File: src/rtl/flowcmd_pkg.sv
// Shared constants, byte offsets and FSM state type for the flow-command frame generator.
// The IPv4 checksum datapath is built only when FLOWCMD_IPCSUM_EN is defined.
package flowcmd_pkg;

  localparam logic [31:0] MAGIC_CODE    = 32'hC0C0C0CC;
  localparam logic [15:0] CMD_UDP_PORT  = 16'd3776;
  localparam logic [15:0] ETH_TYPE_IPV4 = 16'h0800;
  localparam logic [7:0]  IP_VER_IHL    = 8'h45;
  localparam logic [7:0]  IP_TOS        = 8'h00;
  localparam logic [15:0] IP_TOTAL_LEN  = 16'd46;
  localparam logic [15:0] IP_FLAGS_FRAG = 16'h0000;
  localparam logic [7:0]  IP_PROTO_UDP  = 8'h11;
  localparam logic [15:0] UDP_LEN       = 16'd26;
  localparam logic [15:0] UDP_CSUM      = 16'h0000;

  localparam int FRAME_LEN  = 60;
  localparam int FRAME_BITS = FRAME_LEN * 8;
  localparam int PAD_BITS   = 80;

  // Byte offsets inside the frame
  localparam int OFF_DST_MAC  = 'h00;
  localparam int OFF_SRC_MAC  = 'h06;
  localparam int OFF_ETH_TYPE = 'h0c;
  localparam int OFF_IP_HDR   = 'h0e;
  localparam int OFF_IDENT    = 'h12;
  localparam int OFF_TTL      = 'h16;
  localparam int OFF_CSUM     = 'h18;
  localparam int OFF_SRC_IP   = 'h1a;
  localparam int OFF_DST_IP   = 'h1e;
  localparam int OFF_UDP      = 'h22;
  localparam int OFF_MAGIC    = 'h2a;
  localparam int OFF_PORTS    = 'h2e;
  localparam int OFF_PAD      = 'h32;

  localparam logic [5:0] LAST_IDX = 6'(FRAME_LEN - 1);
  localparam logic [8:0] SEP_WORD = 9'h000;

  typedef enum logic [1:0] {
    S_IDLE = 2'd0,
    S_CSUM = 2'd1,
    S_SEND = 2'd2,
    S_GAP  = 2'd3
  } state_e;

endpackage

File: src/rtl/flowcmd_if.sv
// Command request and TX FIFO write bus of the flow-command frame generator.
// master = generator side, slave = requester / FIFO side.
interface flowcmd_if;
  import flowcmd_pkg::*;

  // Handshake: cmd_req is a level request; the generator samples it only while idle and
  // answers with a one-cycle cmd_ack on the edge that latches cmd_ports. cmd_busy spans
  // accept to separator write. tx_wr_en is a write strobe: it is only raised on an edge
  // where tx_full was sampled low, so a write is never issued into a full FIFO.
  logic        cmd_req;
  logic [31:0] cmd_ports;
  logic        cmd_ack;
  logic        cmd_busy;
  logic [8:0]  tx_din;
  logic        tx_wr_en;
  logic        tx_full;

  modport master (
    input  cmd_req, cmd_ports, tx_full,
    output cmd_ack, cmd_busy, tx_din, tx_wr_en
  );

  modport slave (
    output cmd_req, cmd_ports, tx_full,
    input  cmd_ack, cmd_busy, tx_din, tx_wr_en
  );

endinterface

File: src/rtl/flowcmd_ipcsum.sv
// Combinational IPv4 header checksum over the fixed command header; only ident varies.
// Instantiated by flowcmd_gen when FLOWCMD_IPCSUM_EN is defined.
module flowcmd_ipcsum
  import flowcmd_pkg::*;
#(
  parameter logic [31:0] SRC_IP = 32'h0A000001,
  parameter logic [31:0] DST_IP = 32'h0A000002,
  parameter logic [7:0]  TTL    = 8'h40
) (
  input  logic [15:0] ident_i,
  output logic [15:0] csum_o
);

  logic [19:0] sum_w;
  logic [16:0] fold1_w;
  logic [15:0] fold2_w;

  // Checksum field itself contributes zero and is left out of the sum.
  always_comb begin
    sum_w   = 20'({IP_VER_IHL, IP_TOS})
            + 20'(IP_TOTAL_LEN)
            + 20'(ident_i)
            + 20'(IP_FLAGS_FRAG)
            + 20'({TTL, IP_PROTO_UDP})
            + 20'(SRC_IP[31:16])
            + 20'(SRC_IP[15:0])
            + 20'(DST_IP[31:16])
            + 20'(DST_IP[15:0]);
    fold1_w = 17'(sum_w[15:0]) + 17'(sum_w[19:16]);
    fold2_w = fold1_w[15:0] + 16'(fold1_w[16]);
    csum_o  = ~fold2_w;
  end

endmodule

File: src/rtl/flowcmd_gen.sv
// Builds a 60-byte Ethernet/IPv4/UDP flow-command frame plus a 9'h000 separator into a
// 9-bit TX FIFO. Optional IPv4 header checksum via macro FLOWCMD_IPCSUM_EN.
module flowcmd_gen
  import flowcmd_pkg::*;
#(
  parameter logic [47:0] DST_MAC      = 48'hFFFFFFFFFFFF,
  parameter logic [47:0] SRC_MAC      = 48'h020000000001,
  parameter logic [31:0] SRC_IP       = 32'h0A000001,
  parameter logic [31:0] DST_IP       = 32'h0A000002,
  parameter logic [15:0] UDP_SRC_PORT = 16'd3776,
  parameter logic [7:0]  TTL          = 8'h40
) (
  input  logic      sys_clk,
  input  logic      sys_rst,
  flowcmd_if.master bus,
  output state_e    dbg_state_o
);

  state_e      state_q;
  logic [5:0]  idx_q;
  logic [15:0] ident_q;
  logic [31:0] ports_q;
  logic        ack_q;
  logic        busy_q;
  logic        wr_en_q;
  logic [8:0]  din_q;

  logic [15:0]         csum_field_w;
  logic [FRAME_BITS-1:0] frame_w;
  logic [7:0]          frame_b [FRAME_LEN];
  logic [7:0]          byte_w;

`ifdef FLOWCMD_IPCSUM_EN
  logic [15:0] csum_d;
  logic [15:0] csum_q;

  flowcmd_ipcsum #(
    .SRC_IP (SRC_IP),
    .DST_IP (DST_IP),
    .TTL    (TTL)
  ) u_ipcsum (
    .ident_i (ident_q),
    .csum_o  (csum_d)
  );

  // Captured in CSUM so the sum path is off the byte-mux path while sending.
  always_ff @(posedge sys_clk or posedge sys_rst) begin
    if (sys_rst) begin
      csum_q <= 16'h0000;
    end else if (state_q == S_CSUM) begin
      csum_q <= csum_d;
    end
  end

  assign csum_field_w = csum_q;
`else
  assign csum_field_w = 16'h0000;
`endif

  assign frame_w = {
    DST_MAC, SRC_MAC, ETH_TYPE_IPV4,
    IP_VER_IHL, IP_TOS, IP_TOTAL_LEN, ident_q, IP_FLAGS_FRAG,
    TTL, IP_PROTO_UDP, csum_field_w, SRC_IP, DST_IP,
    UDP_SRC_PORT, CMD_UDP_PORT, UDP_LEN, UDP_CSUM,
    MAGIC_CODE, ports_q, {PAD_BITS{1'b0}}
  };

  always_comb begin
    for (int i = 0; i < FRAME_LEN; i++) begin
      frame_b[i] = frame_w[FRAME_BITS-1-8*i -: 8];
    end
  end

  assign byte_w = frame_b[idx_q];

  always_ff @(posedge sys_clk or posedge sys_rst) begin
    if (sys_rst) begin
      state_q <= S_IDLE;
      idx_q   <= '0;
      ident_q <= 16'h0000;
      ports_q <= '0;
      ack_q   <= 1'b0;
      busy_q  <= 1'b0;
      wr_en_q <= 1'b0;
      din_q   <= 9'h000;
    end else begin
      ack_q   <= 1'b0;
      wr_en_q <= 1'b0;
      case (state_q)
        S_IDLE: begin
          busy_q <= 1'b0;
          if (bus.cmd_req) begin
            ports_q <= bus.cmd_ports;
            ack_q   <= 1'b1;
            busy_q  <= 1'b1;
`ifdef FLOWCMD_IPCSUM_EN
            state_q <= S_CSUM;
`else
            state_q <= S_SEND;
`endif
          end
        end
        S_CSUM: begin
          state_q <= S_SEND;
        end
        S_SEND: begin
          if (!bus.tx_full) begin
            wr_en_q <= 1'b1;
            din_q   <= {1'b1, byte_w};
            if (idx_q == LAST_IDX) begin
              idx_q   <= '0;
              state_q <= S_GAP;
            end else begin
              idx_q <= idx_q + 6'd1;
            end
          end
        end
        S_GAP: begin
          // busy drops one edge later, in IDLE, unless a new request is taken there.
          if (!bus.tx_full) begin
            wr_en_q <= 1'b1;
            din_q   <= SEP_WORD;
            ident_q <= ident_q + 16'd1;
            state_q <= S_IDLE;
          end
        end
        default: begin
          state_q <= S_IDLE;
        end
      endcase
    end
  end

  assign bus.cmd_ack  = ack_q;
  assign bus.cmd_busy = busy_q;
  assign bus.tx_wr_en = wr_en_q;
  assign bus.tx_din   = din_q;
  assign dbg_state_o  = state_q;

endmodule

File: src/flat_wrapper.sv
// flat-port wrapper written by rule: the top's interface ports become plain ports
module flowcmd_gen_flat import flowcmd_pkg::*;
#(
  parameter logic [47:0] DST_MAC      = 48'hFFFFFFFFFFFF,
  parameter logic [47:0] SRC_MAC      = 48'h020000000001,
  parameter logic [31:0] SRC_IP       = 32'h0A000001,
  parameter logic [31:0] DST_IP       = 32'h0A000002,
  parameter logic [15:0] UDP_SRC_PORT = 16'd3776,
  parameter logic [7:0]  TTL          = 8'h40
)
  (sys_clk, sys_rst, dbg_state_o, bus_cmd_req, bus_cmd_ports, bus_tx_full, bus_cmd_ack, bus_cmd_busy, bus_tx_din, bus_tx_wr_en);
  flowcmd_if bus_i ();
  input  logic sys_clk;
  input  logic sys_rst;
  output state_e dbg_state_o;
  input wire logic [$bits(bus_i.cmd_req)-1:0] bus_cmd_req;
  input wire logic [$bits(bus_i.cmd_ports)-1:0] bus_cmd_ports;
  input wire logic [$bits(bus_i.tx_full)-1:0] bus_tx_full;
  output wire logic [$bits(bus_i.cmd_ack)-1:0] bus_cmd_ack;
  output wire logic [$bits(bus_i.cmd_busy)-1:0] bus_cmd_busy;
  output wire logic [$bits(bus_i.tx_din)-1:0] bus_tx_din;
  output wire logic [$bits(bus_i.tx_wr_en)-1:0] bus_tx_wr_en;
  assign bus_i.cmd_req = bus_cmd_req;
  assign bus_i.cmd_ports = bus_cmd_ports;
  assign bus_i.tx_full = bus_tx_full;
  assign bus_cmd_ack = bus_i.cmd_ack;
  assign bus_cmd_busy = bus_i.cmd_busy;
  assign bus_tx_din = bus_i.tx_din;
  assign bus_tx_wr_en = bus_i.tx_wr_en;
  flowcmd_gen #(.DST_MAC(DST_MAC), .SRC_MAC(SRC_MAC), .SRC_IP(SRC_IP), .DST_IP(DST_IP), .UDP_SRC_PORT(UDP_SRC_PORT), .TTL(TTL)) u_core (.sys_clk(sys_clk), .sys_rst(sys_rst), .bus(bus_i), .dbg_state_o(dbg_state_o));
endmodule
File: config.mk
export PLATFORM = sky130hd
export DESIGN_NAME = flowcmd_gen_flat
export DESIGN_NICKNAME = d
export VERILOG_FILES = /design/src/rtl/flowcmd_pkg.sv /design/src/rtl/flowcmd_if.sv /design/src/rtl/flowcmd_ipcsum.sv /design/src/rtl/flowcmd_gen.sv /design/src/flat_wrapper.sv
export SDC_FILE = /design/constraint.sdc
export NUM_CORES = 1
export LEC_CHECK = 0
export ABC_CLOCK_PERIOD_IN_PS = 5500
export BUFFER_PORTS_ARGS = -buffer_cell sky130_fd_sc_hd__buf_4
export CAP_MARGIN = 40
export CORE_MARGIN = 2
export CORE_UTILIZATION = 62
export CTS_BUF_LIST = sky130_fd_sc_hd__clkbuf_2 sky130_fd_sc_hd__clkbuf_4 sky130_fd_sc_hd__clkbuf_8
export DETAILED_ROUTE_END_ITERATION = 16
export PLACE_DENSITY = 0.88
export RECOVER_POWER = 50
export SLEW_MARGIN = 15
export SYNTH_ARGS = -nofsm -noshare
export SYNTH_HDL_FRONTEND = slang
export SYNTH_SLANG_ARGS = --single-unit
File: constraint.sdc
create_clock -name sys_clk -period 5.5 [get_ports sys_clk]
set_input_delay 1.1 -clock sys_clk [delete_from_list [all_inputs] [get_ports sys_clk]]
set_output_delay 1.1 -clock sys_clk [all_outputs]
set_load 0.005 [all_outputs]
==> reports/metrics.yaml <==
power:
  powerDensity_nw_per_um2: 401
  p_total_mw: 1.69
  p_leak_nw: 1.93
  ir_drop_mv: 0.246
synth:
  synth_seq_area_share_pct: 46.7
  synth_top_family_by_area: "multiplexers"
  yosys_register_bits: 68
  synth_top_area_share_pct: 46.7
  synthTopCellsByCount: "dfrtp_1 (68), nand2_1 (38), mux2_2 (36)"
  synthMuxAreaShare_pct: 15.8
  synth-adder-area-share_pct: 2.40
  synth_cell_type_count: 56
  synth.largest_area_cell: "dfrtp_1"
  netlist_top_cells_area: "dfrtp_1 (47%), mux2_2 (11%), mux2i_1 (4.7%)"
  syn_nets: 379
  synth_async_sr_flop_share_pct: 100
  synth_ff_type: "dfrtp_1"
  synth-xor-area-share_pct: 4.09
  yosys_warnings: 0
  postSynthCellCount: 336
  synth_most_common_cell: "dfrtp_1"
  synth-edff-count: 0
  netlist_area_um2: 3640
  yosys.area_share.simple_pct: 14.5
  syn_avg_cell_area_um2: 10.8
  synth_compound_area_share_pct: 11.5
floorplan:
  initial_utilization_pct: 65.0
  io_pins: 50
  dieArea_um2: 6510
  die_h_um: 80.7
  dieWidth_um: 80.7
  core_area_um2: 5610
  rows: 27
critical_path:
  startpoint_type: "input port"
  worstSetupPathType: "input port to register"
  reg2reg_depth: 3
  worstPathCellList: "buf_4, nor3b_1, clkbuf_1, mux2_2"
  reg2reg_slack_ns: 2.84
  worst_setup_path_end_kind: "register"
  required_ns: 5.72
  critPathMaxFanout: 34
  r2r_end: "u_core.ports_q[5]"
  crit_start: "bus_cmd_req"
  cp_data_arrival_time_ns: 3.11
  crit_slowest_cell: "clkbuf_1"
  slowest_delay_ns: 1.27
  r2r-start: "u_core.dbg_state_o[0]"
  critical_path.endpoint: "u_core.ports_q[5]"
clock_tree:
  cts.repair.resized: 0
  htree_levels: 3
  cts_tree: "yes"
  cts_root_buf: "clkbuf_8"
  clock-sinks: 68
  post-cts-setup-buffers: 0
  clk_pin_slew_ns: 0.07
  cts-buffers-inserted: 9
  clk_latency_ns: 0.35
  cts-hold-fix-buffers: 0
  cts_max_path_buffers: 2
place:
  portBuffers: 49
  gp_congestion: 0.906
  dp_slack_ns: 2.85
  hpwl_um: 5760
timing:
  skew_ns: 0.00764
  rsz0062_at_grt: "false"
  worst_pin_slew_ns: 1.75
  relSlewSlack_pct: -16.5
  setup_violations: 0
  fin_setup_tns_ns: 0
  min_period_over_period_pct: 52.5
  finalWorstSetupSlack_ns: 2.61
  fmax_ghz: 0.346
  drv_slew: 66
  fin_crit_ns: 2.89
  hold_violations: 0
layout:
  syn2layout_area_growth_pct: 15.8
  drive_above_1_share_pct: 30.1
  antenna_cells: 0
  multi_input_area_um2: 1750
  ff_latch_area_um2: 1700
  fill_cells: 394
  nets: 423
flow_run:
  maxCapViolCount: 2
global_route:
  globalRouteMet1Util_pct: 37.9
  grt_pass1_vias: 2897
  grt_use_total_pct: 28.7
  overflow: 0
  antenna_found_initial: 0
  grt_pass1_wl_um: 14000
  use_met3_pct: 5.51
  use_met2_pct: 45.6
  busiest_layer: "met2"
  grt_max_degree: 69
run_status:
  violations: "max-capacitance violations, max-slew violations"
  status: "finished, violations left"
routing:
  via_count: 2862
  route.detailed.drc: 0
  wl_per_cell_um: 19.0
  drt_pre_antenna_iters: 5
  detail-route-antenna-nets: 0
  vias_per_cell: 6.26
  totalWireLength_um: 8690
  drtIter0Drc: 319
min_path:
  hold_class: "register to register"
cell type report:
class	instances	area share (%)
Multi-Input combinational cell	238	41.4
Sequential cell	68	40.3
Timing Repair Buffer	55	10.2
Clock buffer	12	3.47
Tap cell	72	2.14
Clock inverter	4	1.75
Inverter	8	0.741
power breakdown:
group          switching, mW  total (mW)  leakage, nW  internal [mW]
registers              0.122       0.696        0.859          0.574
clock network          0.190       0.461        0.115          0.271
logic                  0.279       0.535        0.955          0.255
cells in the final DEF (no fill, tap or decap), types with 3 or more instances in the layout:
cell type  Yosys  routed
dfrtp_1       68      68
buf_4          3      48
nand2_1       38      39
mux2_2        36      36
mux2i_1       17      17
nor2_1        17      17
o21ai_0       12      12
xnor2_1       12      12
a21oi_1       11      11
nand3_1       11      11
clkbuf_8       0       9
inv_1          7       7
nor3_1         7       7
ha_1           7       7
and3_1         5       5
xor2_1         5       5
o22ai_1        4       4
nand2b_1       3       4
clkbuf_4       0       4
nor4_1         3       3
o31ai_1        3       3
o211ai_1       3       3
o31a_1         3       3
nand4_1        3       3
clkbuf_1       4       3
sequential cells by signal, summed over array words and instances, names as in the netlist:
name	flops
u_core.bus.cmd_busy	1
u_core.ident_q	16
u_core.dbg_state_o	2
u_core.ports_q	32
u_core.idx_q	6
u_core.bus.tx_wr_en	1
u_core.bus.cmd_ack	1
u_core.bus.tx_din	9
worst min-delay path by stage:
stage | endpoint | cells past startpoint | slack [ns] | startpoint
floorplan | u_core.ident_q[15] | 1 | 0.44 | u_core.ident_q[15]
finish | u_core.ident_q[15] | 1 | 0.49 | u_core.ident_q[15]
global placement | u_core.ident_q[15] | 1 | 0.47 | u_core.ident_q[15]
detailed placement | u_core.ident_q[15] | 1 | 0.48 | u_core.ident_q[15]
CTS | u_core.ident_q[15] | 1 | 0.49 | u_core.ident_q[15]
global route | u_core.ident_q[15] | 1 | 0.51 | u_core.ident_q[15]
metal layers:
metal  share of wire [%]  vias to the layer above
met5                   0                        -
met4                 3.3                        0
met3                 7.4                       30
met2                  49                      162
met1                  40                     1384
li1                    -                     1286
worst max-delay path: cells and delay by family:
kind / cells / cell delay [ns]
AND/OR/NAND/NOR: 1 / 0.18
multiplexers: 1 / 0.45
buffers and inverters: 2 / 1.36
metrics by stage:
| stage | area (um2) | hold slack [ns] | util [%] | cells |
|---|---|---|---|---|
| after floorplan | 3640 | 0.445 | - | 336 |
| after global placement | 3980 | 0.466 | 71.0 | 438 |
| after detailed placement | 4010 | 0.479 | 71.5 | 440 |
| after CTS | 4230 | 0.493 | 75.5 | 456 |
| after global routing | 4220 | 0.511 | 75.2 | 457 |
| final | 4220 | 0.492 | 75.2 | 457 |
logic make-up after synthesis:
family,count (synthesis)
AO/OA/AOI/OAI,57
XOR/XNOR,17
buffers and inverters,30
multiplexers,53
AND/OR/NAND/NOR,104
flip-flops,68
adder cells (fa/ha/maj),7
Note: power is estimated with default switching activity, not from simulation.
